## config.mk

```make
export PLATFORM = sky130hd
export DESIGN_NAME = mano_timing_control
export DESIGN_NICKNAME = d
export VERILOG_FILES = /design/src/rtl/mano_pkg.sv /design/src/rtl/mano_seq_counter.sv /design/src/rtl/mano_timing_control.sv
export SDC_FILE = /design/constraint.sdc
export NUM_CORES = 1
export LEC_CHECK = 0
export BUFFER_PORTS_ARGS = -buffer_cell sky130_fd_sc_hd__buf_4
export CORE_ASPECT_RATIO = 1.25
export CORE_UTILIZATION = 47
export CTS_CLUSTER_DIAMETER = 200
export DETAILED_ROUTE_END_ITERATION = 6
export PLACE_DENSITY = 0.89
export SLEW_MARGIN = 20
export SYNTH_ARGS = -nofsm -noshare
export SYNTH_HDL_FRONTEND = slang
export SYNTH_HIERARCHICAL = 1
export SYNTH_SLANG_ARGS = --single-unit
```

## constraint.sdc

```tcl
create_clock -name clk -period 4.18 [get_ports clk]
set_input_delay 0.418 -clock clk [delete_from_list [all_inputs] [get_ports clk]]
set_output_delay 0.418 -clock clk [all_outputs]
set_load 0.01 [all_outputs]
```

## src/rtl/mano_pkg.sv

```systemverilog
// ============================================================================
// Module  : mano_pkg
// Brief   : Shared opcode, instruction-bit and timing constants for the
//           basic-computer timing and control block.
// Revision: 1.0
// ============================================================================
`default_nettype none

package mano_pkg;

    localparam int NUM_T = 8;
    localparam int SC_W  = 3;

    typedef enum logic [2:0] {
        OP_AND    = 3'd0,
        OP_ADD    = 3'd1,
        OP_LDA    = 3'd2,
        OP_STA    = 3'd3,
        OP_BUN    = 3'd4,
        OP_BSA    = 3'd5,
        OP_ISZ    = 3'd6,
        OP_REG_IO = 3'd7
    } opcode_e;

    localparam int HLT_BIT = 0;
    localparam int IOF_BIT = 6;
    localparam int ION_BIT = 7;

    function automatic logic [NUM_T-1:0] onehot8(input logic [SC_W-1:0] v);
        return NUM_T'(1) << v;
    endfunction

endpackage

`default_nettype wire

```

## src/rtl/mano_seq_counter.sv

```systemverilog
// ============================================================================
// Module  : mano_seq_counter
// Brief   : 3-bit sequence counter (hold / clear / increment) and the
//           one-hot timing decode T, forced to zero while not running.
// Revision: 1.0
// ============================================================================
`default_nettype none

module mano_seq_counter
    import mano_pkg::*;
(
    input  logic             clk,
    input  logic             rst_n,
    input  logic             run,
    input  logic             clr,
    output logic [NUM_T-1:0] t
);

    logic [SC_W-1:0] sc;

    always_ff @(posedge clk or negedge rst_n) begin
        if (!rst_n) begin
            sc <= '0;
        end else if (run) begin
            sc <= clr ? '0 : sc + 1'b1;
        end
    end

    generate
        for (genvar i = 0; i < NUM_T; i++) begin : g_tdec
            assign t[i] = run && (sc == SC_W'(i));
        end
    endgenerate

endmodule

`default_nettype wire

```

## src/rtl/mano_timing_control.sv

```systemverilog
// ============================================================================
// Module  : mano_timing_control
// Brief   : Timing and control sequencer: SC/T decode, D/I decode latch,
//           run flag S, interrupt cycle R and IEN. Define SINGLE_STEP_EN to
//           add a step input that runs one instruction/interrupt cycle.
// Revision: 1.0
// ============================================================================
`default_nettype none

module mano_timing_control #(
    parameter int NUM_T        = 8,
    parameter bit RUN_AT_RESET = 1'b0
) (
    input  logic             clk,
    input  logic             rst_n,
`ifdef SINGLE_STEP_EN
    input  logic             step,
`endif
    input  logic             start,
    input  logic [15:0]      ir,
    input  logic             fgi,
    input  logic             fgo,
    output logic [NUM_T-1:0] T,
    output logic [7:0]       D,
    output logic             I,
    output logic             R,
    output logic             IEN,
    output logic             S,
    output logic             sc_clr
);

    import mano_pkg::*;

    logic reg_ref;
    logic io_ref;
    logic hlt;
    logic set_r;
    logic int_done;
    logic decode_en;
    logic unused_ir_bits;

    mano_seq_counter u_seq_counter (
        .clk   (clk),
        .rst_n (rst_n),
        .run   (S),
        .clr   (sc_clr),
        .t     (T)
    );

    assign reg_ref   = D[OP_REG_IO] & ~I & T[3];
    assign io_ref    = D[OP_REG_IO] &  I & T[3];
    assign hlt       = reg_ref & ir[HLT_BIT];
    assign int_done  = R & T[2];
    assign decode_en = ~R & T[2];

    // T0..T2 are excluded so an interrupt never lands before the fetch completes
    assign set_r = S & ~(T[0] | T[1] | T[2]) & IEN & (fgi | fgo) & ~R;

    assign sc_clr = int_done | reg_ref | io_ref
                  | ((D[OP_AND] | D[OP_ADD] | D[OP_LDA]) & T[5])
                  | ((D[OP_STA] | D[OP_BUN]) & T[4])
                  | (D[OP_BSA] & T[5])
                  | (D[OP_ISZ] & T[6]);

    assign unused_ir_bits = ^{ir[11:8], ir[5:1]};

    always_ff @(posedge clk or negedge rst_n) begin
        if (!rst_n) begin
            D <= 8'h01;
            I <= 1'b0;
        end else if (decode_en) begin
            D <= onehot8(ir[14:12]);
            I <= ir[15];
        end
    end

    always_ff @(posedge clk or negedge rst_n) begin
        if (!rst_n) begin
            R   <= 1'b0;
            IEN <= 1'b0;
        end else begin
            if (int_done) begin
                R <= 1'b0;
            end else if (set_r) begin
                R <= 1'b1;
            end
            // IOF takes priority when both ION and IOF bits are present
            if (int_done || (io_ref && ir[IOF_BIT])) begin
                IEN <= 1'b0;
            end else if (io_ref && ir[ION_BIT]) begin
                IEN <= 1'b1;
            end
        end
    end

`ifdef SINGLE_STEP_EN
    logic step_d;
    logic step_mode;

    always_ff @(posedge clk or negedge rst_n) begin
        if (!rst_n) begin
            S         <= RUN_AT_RESET;
            step_d    <= 1'b0;
            step_mode <= 1'b0;
        end else begin
            step_d <= step;
            if (hlt) begin
                S         <= 1'b0;
                step_mode <= 1'b0;
            end else if (!S && start) begin
                S         <= 1'b1;
                step_mode <= 1'b0;
            end else if (!S && step && !step_d) begin
                S         <= 1'b1;
                step_mode <= 1'b1;
            end else if (S && step_mode && sc_clr) begin
                S         <= 1'b0;
                step_mode <= 1'b0;
            end
        end
    end
`else
    always_ff @(posedge clk or negedge rst_n) begin
        if (!rst_n) begin
            S <= RUN_AT_RESET;
        end else if (hlt) begin
            S <= 1'b0;
        end else if (!S && start) begin
            S <= 1'b1;
        end
    end
`endif

endmodule

`default_nettype wire
```

==> out/results.tsv <==
metric	value	unit
CTS sink count	15	
unique cell type count in the Yosys netlist	28	
Row Count	16	
worst-path fanout max	4	
critical path's top delay family	adder cells	
Final Slew Violations	0	
worst setup path category	reg2out	
Max Freq	416	MHz
WL met2	978	um
final setup TNS	0	ns
core area	1580	um^2
Hold Buf Count CTS	1	
pwr dens	676	nW/um^2
Post-Synth Simple-Gate Area	0.170	
Syn Nets	101	
commonest non-fill, non-tap cell in the layout	buf_4	
remaining routing DRC violations	0	
sequential area share after synthesis	0.470	
Post-DP HPWL	1.42	mm
die width	38.9	um
Synth Cell Area	801	um^2
met1 wire length	711	um
slowest CP cell	dfrtp_1	
Post-Synth Adder-Cell Area	0.0938	
utilization after layout	0.685	
main combinational cell family by area after synthesis	compound AO/OA/AOI/OAI gates	
clock root cell	clkbuf_4	
DRT Pass-1 Iters	5	
Post-synth EDFFs	0	
leakage	0.000571	uW
Gate Count Post-Synth	74	
GRT Residual Overflow	0	
CP Data Arrival Time	1.99	ns
async set-reset flop share out of synthesis	1.00	
first-pass GRT wire length	2.63	mm
Layout Nets	137	
CP Launch Type	register	
initial antenna violation count	0	
Most common cell on crit path	ha_1	
post-CTS sizing	0	
Final ANT Viol Nets	0	
Skew-Pair Late Insertion Delay	0.28	ns
max_slew headroom	0.733	
I/O pins	42	
Area Growth Syn to Fin	35.3	%
Synth warnings	6	
hold_ws	0.309	ns
Crit path required time	3.76	ns
Top FF cell, synth	dfrtp_1	
die area	1870	um^2
Compound-Gate Fraction of Synth Area	0.194	
min-delay worst type	in2reg	
largest net degree at the start of global routing	16	
multi-input logic area	378	um^2
outcome	finished, final reports clean	
worst-path cell chain	ha_1 -> ha_1 -> and2_1 -> a222oi_1 -> nand3_1 -> buf_4	
most frequent cells in the layout	buf_4, dfrtp_1, inv_1	
drt wl/cell	14.1	um
Via Count	708	
cts bufs inserted	3	
Starting DRT DRC Count	22	
CTS tree	built	
Worst Setup End Kind	output port	
H-tree levels	1	
n_diodes	0	
Final min period	2.40	ns
WP buf/inv	1	
VDD IR-drop max	0.436	mV
GRT Overall Usage	0.211	
Synth Area in XOR/XNOR	0	
Filler Cell Count	138	
Worst-path clk slew	0.08	ns
Placer Congestion	0.713	
slowest stage delay, CP	0.42	ns
Setup Skew	0.00484	ns
Avg Inst Size Synth	10.8	um^2
Final period util	0.575	
vias in the first global route	597	
setup violators final	0	
max_cap viols	0	
IO Port Bufs	32	
post-synthesis mux area share	0.0141	
die height	48.2	um
Post-CTS Setup Inserts	0	
Yosys reg bits	15	
RSZ-0062 raised after global routing	no	
Top Metal Used	met4	
layout cells sized above 1	0.394	
Clock Path Buffers	2	
Hold Vio Cnt, Final	0	
Worst Max-Slew Pin Slew	0.400	ns
Sequential Area	377	um^2
routed wire length	1.79	mm
met3 WL post-DR	79	um
Via density	5.57	
Initial Util	0.506	
## routing by layer
| layer | track usage | vias up |
|---|---|---|
| met2 | 0.357 | 24 |
| li1 | - | 339 |
| met5 | 0 | - |
| met3 | 0.0274 | 4 |
| met4 | 0.124 | 0 |
| met1 | 0.258 | 341 |
## synthesized netlist by cell type, types with 2 or more instances
| master | n | area share |
|---|---|---|
| a21oi_1 | 2 | 0.013 |
| a22o_2 | 4 | 0.050 |
| and2_1 | 5 | 0.039 |
| and3_1 | 4 | 0.031 |
| dfrtp_1 | 14 | 0.44 |
| ha_1 | 6 | 0.094 |
| inv_1 | 8 | 0.038 |
| nand2_1 | 4 | 0.019 |
| nor2_1 | 2 | 0.0094 |
| nor3_1 | 2 | 0.013 |
| o21ai_0 | 2 | 0.013 |
| o41ai_1 | 5 | 0.055 |
## through the flow
step	instance area [um^2]	power (uW)	instances	setup slack, ns
after floorplan	801	484	74	2.20
after global placement	1050	641	122	2.09
after detailed placement	1050	659	122	2.07
after CTS	1080	742	127	1.74
after global routing	1080	793	127	1.61
final	1080	733	127	1.78
## power by group
| group | internal (uW) | switching [uW] | leakage [uW] |
|---|---|---|---|
| sequential | 207 | 61.0 | 0.000188 |
| combinational | 204 | 181 | 0.000368 |
| clock | 37.0 | 42.5 | 0.0000150 |
| total | 448 | 285 | 0.000571 |
## flip-flops by register name (all words and copies together), names as in the netlist
name	flops
I	1
R	1
u_seq_counter/sc	3
IEN	1
D	8
S	1
## worst paths after layout
check	startpoint	end	slack, ns	depth (start not counted)
max in group asynchronous	rst_n	D[0]	3.40	2
min	ir[6]	IEN	0.31	2
max	u_seq_counter/sc[0]	sc_clr	1.78	6
max reg2reg	u_seq_counter/sc[0]	u_seq_counter/sc[0]	2.11	7
min in group asynchronous	rst_n	R	0.52	2
min reg2reg	D[0]	D[0]	0.50	2
## logic make-up (layout without fill, tap and decap cells)
family,after synthesis,in the layout
flops,15,15
compound gates,19,19
simple gates,23,23
fa+ha+maj,6,6
mux,1,1
buf+inv,10,45
## cell type report
type	count	share of cell area
clock buffer	4	0.0242
sequential	15	0.348
multi-input combinational	49	0.349
tap	18	0.0208
inverter	8	0.0277
timing repair buffer	33	0.231
No activity file was read; power rests on OpenSTA's default activity.
